$ cat config.mk
export PLATFORM = sky130hd
export DESIGN_NAME = am_lock_multimode
export DESIGN_NICKNAME = d
export VERILOG_FILES = /design/src/rtl/am_lock_multimode.sv
export SDC_FILE = /design/constraint.sdc
export NUM_CORES = 2
export LEC_CHECK = 0
export BUFFER_PORTS_ARGS = -buffer_cell sky130_fd_sc_hd__buf_2
export CELL_PAD_IN_SITES_DETAIL_PLACEMENT = 1
export CELL_PAD_IN_SITES_GLOBAL_PLACEMENT = 2
export CORE_AREA = 2 2 468 470
export DETAILED_ROUTE_END_ITERATION = 10
export DIE_AREA = 0 0 470 472
export MAX_ROUTING_LAYER = met4
export PLACE_DENSITY = 0.51
export SETUP_SLACK_MARGIN = 0.3
export SLEW_MARGIN = 20
export SYNTH_ARGS = -nofsm -noshare
export SYNTH_HDL_FRONTEND = slang
export SYNTH_SLANG_ARGS = --single-unit
export TNS_END_PERCENT = 1
$ cat constraint.sdc
create_clock -name i_clock -period 4.3 [get_ports i_clock]
set_input_delay 0.215 -clock i_clock [delete_from_list [all_inputs] [get_ports i_clock]]
set_output_delay 0.215 -clock i_clock [all_outputs]
set_load 0.005 [all_outputs]
$ cat src/rtl/am_lock_multimode.sv
// Alignment-marker lock for one PCS lane: programmable AM table match, lock FSM, AM-to-idle replacement, BIP3/BIP7 checks.
// Latency: o_data/o_valid/o_start_of_lane 1 cycle; lock status, lane id and pulses update on the edge consuming the deciding block.
// Backpressure: none; one block consumed per i_valid, i_rf_enable low freezes all state and forces o_valid low.
module am_lock_multimode #(
    parameter int NB_CODED_BLOCK    = 66,
    parameter int N_ALIGNER         = 20,
    parameter int NB_LANE_ID        = $clog2(N_ALIGNER),
    parameter int NB_AM             = 48,
    parameter int NB_AM_PERIOD      = 16,
    parameter int NB_VAL_AM         = 5,
    parameter int NB_INV_AM         = 3,
    parameter int NB_ERROR_COUNTER  = 32,
    parameter int NB_RESYNC_COUNTER = 8
) (
    input  logic                          i_clock,
    input  logic                          i_reset,
    input  logic                          i_rf_enable,
    input  logic                          i_valid,
    input  logic                          i_block_lock,
    input  logic [NB_CODED_BLOCK-1:0]     i_data,
    input  logic [N_ALIGNER*NB_AM-1:0]    i_rf_am_table,
    input  logic [NB_AM-1:0]              i_rf_compare_mask,
    input  logic [NB_VAL_AM-1:0]          i_rf_valid_am_thr,
    input  logic [NB_INV_AM-1:0]          i_rf_invalid_am_thr,
    input  logic [NB_AM_PERIOD-1:0]       i_rf_am_period,
    input  logic                          i_rf_bip7_check,
    output logic [NB_CODED_BLOCK-1:0]     o_data,
    output logic                          o_valid,
    output logic                          o_start_of_lane,
    output logic [NB_LANE_ID-1:0]         o_lane_id,
    output logic                          o_am_lock,
    output logic                          o_resync,
    output logic                          o_bip_error,
    output logic [NB_ERROR_COUNTER-1:0]   o_error_counter,
    output logic [NB_RESYNC_COUNTER-1:0]  o_resync_counter
);

    localparam logic [NB_CODED_BLOCK-1:0] IDLE_BLOCK = {2'b10, 8'h1E, {(NB_CODED_BLOCK-10){1'b0}}};

    typedef enum logic [1:0] {LOCK_INIT, FIND_FIRST, COUNT, LOCKED} state_t;

    state_t                   state_q, state_d;
    logic [NB_VAL_AM-1:0]     good_q, good_d;
    logic [NB_INV_AM-1:0]     bad_q, bad_d;
    logic [NB_AM_PERIOD-1:0]  period_cnt_q, period_cnt_d;
    logic [NB_LANE_ID-1:0]    lane_d;
    logic                     lock_d;
    logic [7:0]               bip_acc_q, bip_acc_d;

    logic [NB_AM-1:0]         am_value;
    logic [7:0]               bip3_rx;
    logic [7:0]               bip7_rx;
    logic                     sync_ok;
    logic [N_ALIGNER-1:0]     match;
    logic                     hit;
    logic [NB_LANE_ID-1:0]    hit_id;
    logic [NB_AM-1:0]         expected_entry;
    logic                     am_good;
    logic [NB_VAL_AM-1:0]     val_thr_eff;
    logic [NB_INV_AM-1:0]     inv_thr_eff;
    logic                     resync;
    logic                     sol;
    logic                     am_pos;
    logic                     bip_check;
    logic                     bip_mismatch;
    logic [7:0]               bip_blk;

    // BIP3 contribution of one 66-bit block: payload bits interleaved over 8 lanes, sync bits fold into lanes 3 and 4
    function automatic logic [7:0] bip_contrib(input logic [NB_CODED_BLOCK-1:0] blk);
        logic [7:0] r;
        r = '0;
        for (int j = 0; j < 8; j++) begin
            for (int k = 0; k < 8; k++) begin
                r[j] = r[j] ^ blk[63 - j - 8*k];
            end
        end
        r[3] = r[3] ^ blk[65];
        r[4] = r[4] ^ blk[64];
        return r;
    endfunction

    assign am_value    = {i_data[63:40], i_data[31:8]};
    assign bip3_rx     = i_data[39:32];
    assign bip7_rx     = i_data[7:0];
    assign sync_ok     = (i_data[65:64] == 2'b10);
    assign val_thr_eff = (i_rf_valid_am_thr < NB_VAL_AM'(2)) ? NB_VAL_AM'(1) : i_rf_valid_am_thr;
    assign inv_thr_eff = (i_rf_invalid_am_thr < NB_INV_AM'(2)) ? NB_INV_AM'(1) : i_rf_invalid_am_thr;

    // Match the block against every table entry under the mask; a hit needs exactly one matching entry
    always_comb begin
        match  = '0;
        hit_id = '0;
        for (int k = 0; k < N_ALIGNER; k++) begin
            match[k] = (((am_value ^ i_rf_am_table[k*NB_AM +: NB_AM]) & i_rf_compare_mask) == '0);
            if (match[k]) begin
                hit_id = NB_LANE_ID'(k);
            end
        end
        hit = sync_ok && (match != '0) && ((match & (match - N_ALIGNER'(1))) == '0);
    end

    // Once tracking, only the latched entry is compared; BIP7 must be the complement of BIP3 when enabled
    always_comb begin
        expected_entry = '0;
        for (int k = 0; k < N_ALIGNER; k++) begin
            if (o_lane_id == NB_LANE_ID'(k)) begin
                expected_entry = i_rf_am_table[k*NB_AM +: NB_AM];
            end
        end
        am_good = sync_ok
               && (((am_value ^ expected_entry) & i_rf_compare_mask) == '0)
               && (!i_rf_bip7_check || (bip7_rx == ~bip3_rx));
    end

    // Lock FSM next state; block_lock loss takes priority over any AM decision in the same cycle
    always_comb begin
        state_d      = state_q;
        good_d       = good_q;
        bad_d        = bad_q;
        period_cnt_d = period_cnt_q;
        lane_d       = o_lane_id;
        lock_d       = o_am_lock;
        resync       = 1'b0;
        sol          = 1'b0;
        am_pos       = 1'b0;
        bip_check    = 1'b0;
        if (i_rf_enable) begin
            if (!i_block_lock) begin
                state_d      = LOCK_INIT;
                good_d       = '0;
                bad_d        = '0;
                period_cnt_d = '0;
                if (o_am_lock) begin
                    lock_d = 1'b0;
                    resync = 1'b1;
                end
            end else if (i_valid) begin
                case (state_q)
                    LOCK_INIT: begin
                        state_d      = FIND_FIRST;
                        good_d       = '0;
                        bad_d        = '0;
                        period_cnt_d = '0;
                    end
                    FIND_FIRST: begin
                        if (hit) begin
                            lane_d       = hit_id;
                            good_d       = NB_VAL_AM'(1);
                            bad_d        = '0;
                            period_cnt_d = i_rf_am_period - NB_AM_PERIOD'(1);
                            state_d      = COUNT;
                            sol          = 1'b1;
                            am_pos       = 1'b1;
                        end
                    end
                    COUNT: begin
                        if (period_cnt_q == '0) begin
                            am_pos       = 1'b1;
                            period_cnt_d = i_rf_am_period - NB_AM_PERIOD'(1);
                            if (am_good) begin
                                good_d = good_q + NB_VAL_AM'(1);
                                if (good_d >= val_thr_eff) begin
                                    lock_d  = 1'b1;
                                    bad_d   = '0;
                                    state_d = LOCKED;
                                end
                            end else begin
                                resync  = 1'b1;
                                state_d = FIND_FIRST;
                            end
                        end else begin
                            period_cnt_d = period_cnt_q - NB_AM_PERIOD'(1);
                        end
                    end
                    LOCKED: begin
                        if (period_cnt_q == '0) begin
                            am_pos       = 1'b1;
                            sol          = 1'b1;
                            bip_check    = o_am_lock;
                            period_cnt_d = i_rf_am_period - NB_AM_PERIOD'(1);
                            if (am_good) begin
                                bad_d = '0;
                            end else begin
                                bad_d = bad_q + NB_INV_AM'(1);
                                if (bad_d >= inv_thr_eff) begin
                                    resync  = 1'b1;
                                    lock_d  = 1'b0;
                                    state_d = FIND_FIRST;
                                end
                            end
                        end else begin
                            period_cnt_d = period_cnt_q - NB_AM_PERIOD'(1);
                        end
                    end
                    default: state_d = LOCK_INIT;
                endcase
            end
        end
    end

    // BIP3 accumulator restarts at every AM boundary so the window always spans exactly one period
    always_comb begin
        bip_blk      = bip_contrib(i_data);
        bip_mismatch = bip_check && (bip_acc_q != bip3_rx);
        bip_acc_d    = bip_acc_q;
        if (i_rf_enable && i_valid) begin
            bip_acc_d = am_pos ? bip_blk : (bip_acc_q ^ bip_blk);
        end
    end

    // State, status and output registers; disabled cycles hold everything and squash strobes
    always_ff @(posedge i_clock or negedge i_reset) begin
        if (!i_reset) begin
            state_q          <= LOCK_INIT;
            good_q           <= '0;
            bad_q            <= '0;
            period_cnt_q     <= '0;
            bip_acc_q        <= '0;
            o_data           <= '0;
            o_valid          <= 1'b0;
            o_start_of_lane  <= 1'b0;
            o_lane_id        <= '0;
            o_am_lock        <= 1'b0;
            o_resync         <= 1'b0;
            o_bip_error      <= 1'b0;
            o_error_counter  <= '0;
            o_resync_counter <= '0;
        end else if (i_rf_enable) begin
            state_q         <= state_d;
            good_q          <= good_d;
            bad_q           <= bad_d;
            period_cnt_q    <= period_cnt_d;
            bip_acc_q       <= bip_acc_d;
            o_data          <= sol ? IDLE_BLOCK : i_data;
            o_valid         <= i_valid;
            o_start_of_lane <= sol;
            o_lane_id       <= lane_d;
            o_am_lock       <= lock_d;
            o_resync        <= resync;
            o_bip_error     <= bip_mismatch;
            if (resync) begin
                o_error_counter <= '0;
            end else if (bip_mismatch && !(&o_error_counter)) begin
                o_error_counter <= o_error_counter + NB_ERROR_COUNTER'(1);
            end
            if (resync && !(&o_resync_counter)) begin
                o_resync_counter <= o_resync_counter + NB_RESYNC_COUNTER'(1);
            end
        end else begin
            o_valid         <= 1'b0;
            o_start_of_lane <= 1'b0;
            o_resync        <= 1'b0;
            o_bip_error     <= 1'b0;
        end
    end

endmodule

==> results.yml <==
outcome:
  status: "finished with violations"
  violations: "negative setup slack"
synthesis:
  synth_top_area_share_pct: 26.20
  synth.distinct_cells: 99
  synth-seq-cells: 150
  synth_nets: 5639
  yosys.area.top_type: "xor2_1"
  yosys_warnings: 0
  synth_area_um2: 33660
  postSynthCellCount: 4516
  ys_top_cells_by_area: "xor2_1, a22oi_1, dfrtp_1"
  syn_area_per_cell_um2: 7.455
  synthFlopType: "dfrtp_1"
  synth_edf_count: 0
  ys_seq_area_share_pct: 11.15
  synthArstFlopShare_pct: 100.0
floorplan:
  die_w_um: 470
  rows: 171
  dieArea_um2: 221800
  start_util_pct: 15.55
  core_region_area_um2: 216500
  ioPinCount: 1220
  die_y_um: 472
clock_network:
  cts_sinks: 150
  numCtsBuffers: 17
  clockBufferDepth: 2
  htree_levels: 4
  clk_latency_ns: 0.49
  path_clk_slew_ns: 0.08
  cts_tree: "built"
  root_buffer: "clkbuf_16"
sta:
  worst_slew_pin_slew_ns: 1.109
  holdWs_ns: 0.02680
  rsz0062_at_grt: "true"
  drv_slew: 0
  slew-limit-headroom_pct: 24.18
  fmax_mhz: 190.9
  final.setup_skew_ns: 0.02131
  setup_violations: 52
  period_share_pct: 121.8
  hold_viol_final: 0
  post-route-min-period_ns: 5.239
  setup_ws_ns: -0.9389
final_layout:
  drive_above_1_share_pct: 46.90
  nets: 8122
  stdcell_area_um2: 58480
  area_delta_synth_final_pct: 73.72
  fin_util_pct: 27.01
routing:
  wl_per_cell_um: 50.47
  num_vias: 54680
  ant_nets: 0
  first_pass_iters: 5
  drcViolationCount: 0
  drtIter0Drc: 7067
  wirelength_mm: 501.6
  viasPerCell: 5.501
critical_path:
  cp_slowest_stage_delay_ns: 0.52
  crit_buf_inv: 7
  crit_path_max_fanout: 10
  cpMaxStageDelayCell: "dfrtp_2"
  r2r_start: "o_lane_id[4]"
  crit_arrival_ns: 5.61
  required_ns: 4.67
  path_cells: "buf_12, nand3b_1, buf_12, nor2_4, buf_12, buf_4, a221oi_2, nand4_1, mux2i_2, buf_4, nand3_2, or4_4, nor4b_4, nand4_1, buf_6, nor4_4, o211ai_1, buf_4, a21o_1"
  worstSetupPathType: "flop to flop"
  r2r_slack_ns: -0.94
  worstSetupEndpointType: "flop"
  reg2regPathDepth: 19
  critical-path-top-delay-family: "simple AND/OR/NAND/NOR gates"
  rr_endpoint: "bad_q[0]"
  cp-start-kind: "flop"
global_routing:
  grt_pass1_wl_mm: 619.5
  grt_usage_pct: 44.46
  overflow: 0
  grt_max_degree: 99
  grt_pass1_vias: 53220
  antenna_found_initial: 147
power_and_ir_drop:
  leakage_nw: 27.35
  p_total_mw: 10.65
  irDropWorstVdd_uv: 309.6
  p_per_area_nw_per_um2: 182.1
place:
  dpl_worst_slack_ns: -1.286
  place_congestion: 1.115
  io_buffers: 1219
  hpwl_mm: 447.9
  dpl-instance-area_um2: 56170
worst_hold_path:
  min_from: "i_data[65]"
  hold_depth: 3
  min_path_type: "input pin to flop"
  whs_endpoint: "o_data[65]"
flow_run:
  drv_cap: 0
## timing repair
| item | in CTS | in global routing |
|---|---|---|
| pin swaps | 31 | 33 |
| endpoints found under the setup margin | 147 | 124 |
| hold buffers | 1 | 0 |
| gates resized for setup | 143 | 93 |
| buffers inserted | 28 | 15 |
| gates cloned | 2 | 0 |
| endpoints found under the hold margin | 92 | 0 |
## layout make-up
type / instances / area (um2)
inverter: 51 / 205.2
multi-input combinational: 3860 / 29070
antenna: 75 / 187.7
timing repair buffer: 2919 / 21110
fill: 26060 / 158000
tap: 2854 / 3571
clock inverter: 10 / 122.6
clock buffer: 20 / 446.7
sequential: 150 / 3767
## sequential cells by signal, summed over array words and instances, names as in the netlist
| name | cells |
|---|---|
| o_resync_counter | 8 |
| o_resync | 1 |
| o_start_of_lane | 1 |
| state_q | 2 |
| o_lane_id | 5 |
| o_error_counter | 32 |
| good_q | 5 |
| bad_q | 3 |
| period_cnt_q | 16 |
| bip_acc_q | 8 |
| o_am_lock | 1 |
| o_data | 66 |
| o_valid | 1 |
| o_bip_error | 1 |
## cell usage in the layout, fill, tap and decap left out, drive strengths merged, types with 75 or more instances in the layout
master / Yosys / layout
mux2i: 86 / 86
xnor2: 90 / 90
xor2: 1007 / 1007
nor2: 247 / 247
buf: 197 / 2914
dfrtp: 150 / 150
o21ai: 149 / 149
diode: 0 / 75
nor2b: 100 / 100
a21oi: 213 / 213
a22oi: 561 / 561
nand3: 93 / 93
nand2: 230 / 230
nand4: 153 / 153
## worst max path at each step
stage	from	endpoint	slack, ns	depth (start not counted)
6_report	o_lane_id[4]	bad_q[0]	-0.94	19
3_3_place_gp	o_lane_id[1]	o_resync_counter[1]	-1.36	19
4_1_cts	o_lane_id[0]	o_resync_counter[1]	-0.82	19
3_5_place_dp	o_lane_id[3]	o_resync_counter[1]	-1.29	19
2_1_floorplan	o_lane_id[4]	o_resync_counter[1]	0.26	16
5_1_grt	o_lane_id[1]	bad_q[0]	-0.91	20
## logic make-up (layout without fill, tap and decap cells)
kind of cell    after synthesis  in the layout  synth area share [%]
flops                       150            150                 11.15
buf+inv                     506           3000                 6.315
fa+ha+maj                    19             19                0.7062
mux                         122            122                 3.839
other cells                   0             75                     0
xor+xnor                   1097           1097                 28.54
compound gates             1484           1484                 31.60
simple gates               1138           1138                 17.85
## cells in the mapped netlist, types with 38 or more instances
cell and n:
and3_1 44, a31o_2 61, buf_1 73, a22o_1 38, o22ai_1 70, clkbuf_1 258, xor2_1 1007, nor3_1 54
nand2b_1 40, nor2b_1 100, nand4_1 153, mux2i_1 86, a21oi_1 212, nor2_1 245, a221oi_1 43, nor4_1 44
nand2_1 230, o21ai_0 147, xnor2_1 90, inv_1 49, nand3_1 93, a22oi_1 561, dfrtp_1 150, buf_2 106
## worst register-to-register path: stages, from the launching register on
cell and delay, ns:
dfrtp_2 0.52, buf_12 0.19, nand3b_1 0.22, buf_12 0.19, nor2_4 0.12, buf_12 0.24
buf_4 0.34, a221oi_2 0.14, nand4_1 0.16, mux2i_2 0.40, buf_4 0.19, nand3_2 0.07
or4_4 0.52, nor4b_4 0.37, nand4_1 0.19, buf_6 0.19, nor4_4 0.42, o211ai_1 0.30
buf_4 0.22, a21o_1 0.14
## metal layers
layer	wire (um)	track usage, %	up-vias
met5	0	-	-
met4	35880	25.15	0
met3	37120	7.609	814
met2	212700	65.61	3610
met1	215900	57.08	28410
li1	-	-	21850
## report_power, final
group	internal (mW)	switching, mW
Sequential	1.57	0.173
Clock	0.870	0.760
Combinational	2.59	4.68
Total	5.04	5.61
## stage by stage
stage	setup TNS (ns)	std cells
final	-41.82	9939
after detailed placement	-108.60	9788
after global placement	-116.03	9788
after floorplan	0	4516
after CTS	-38.28	9849
after global routing	-41.23	9922
Power figures use the tool's default switching activity.
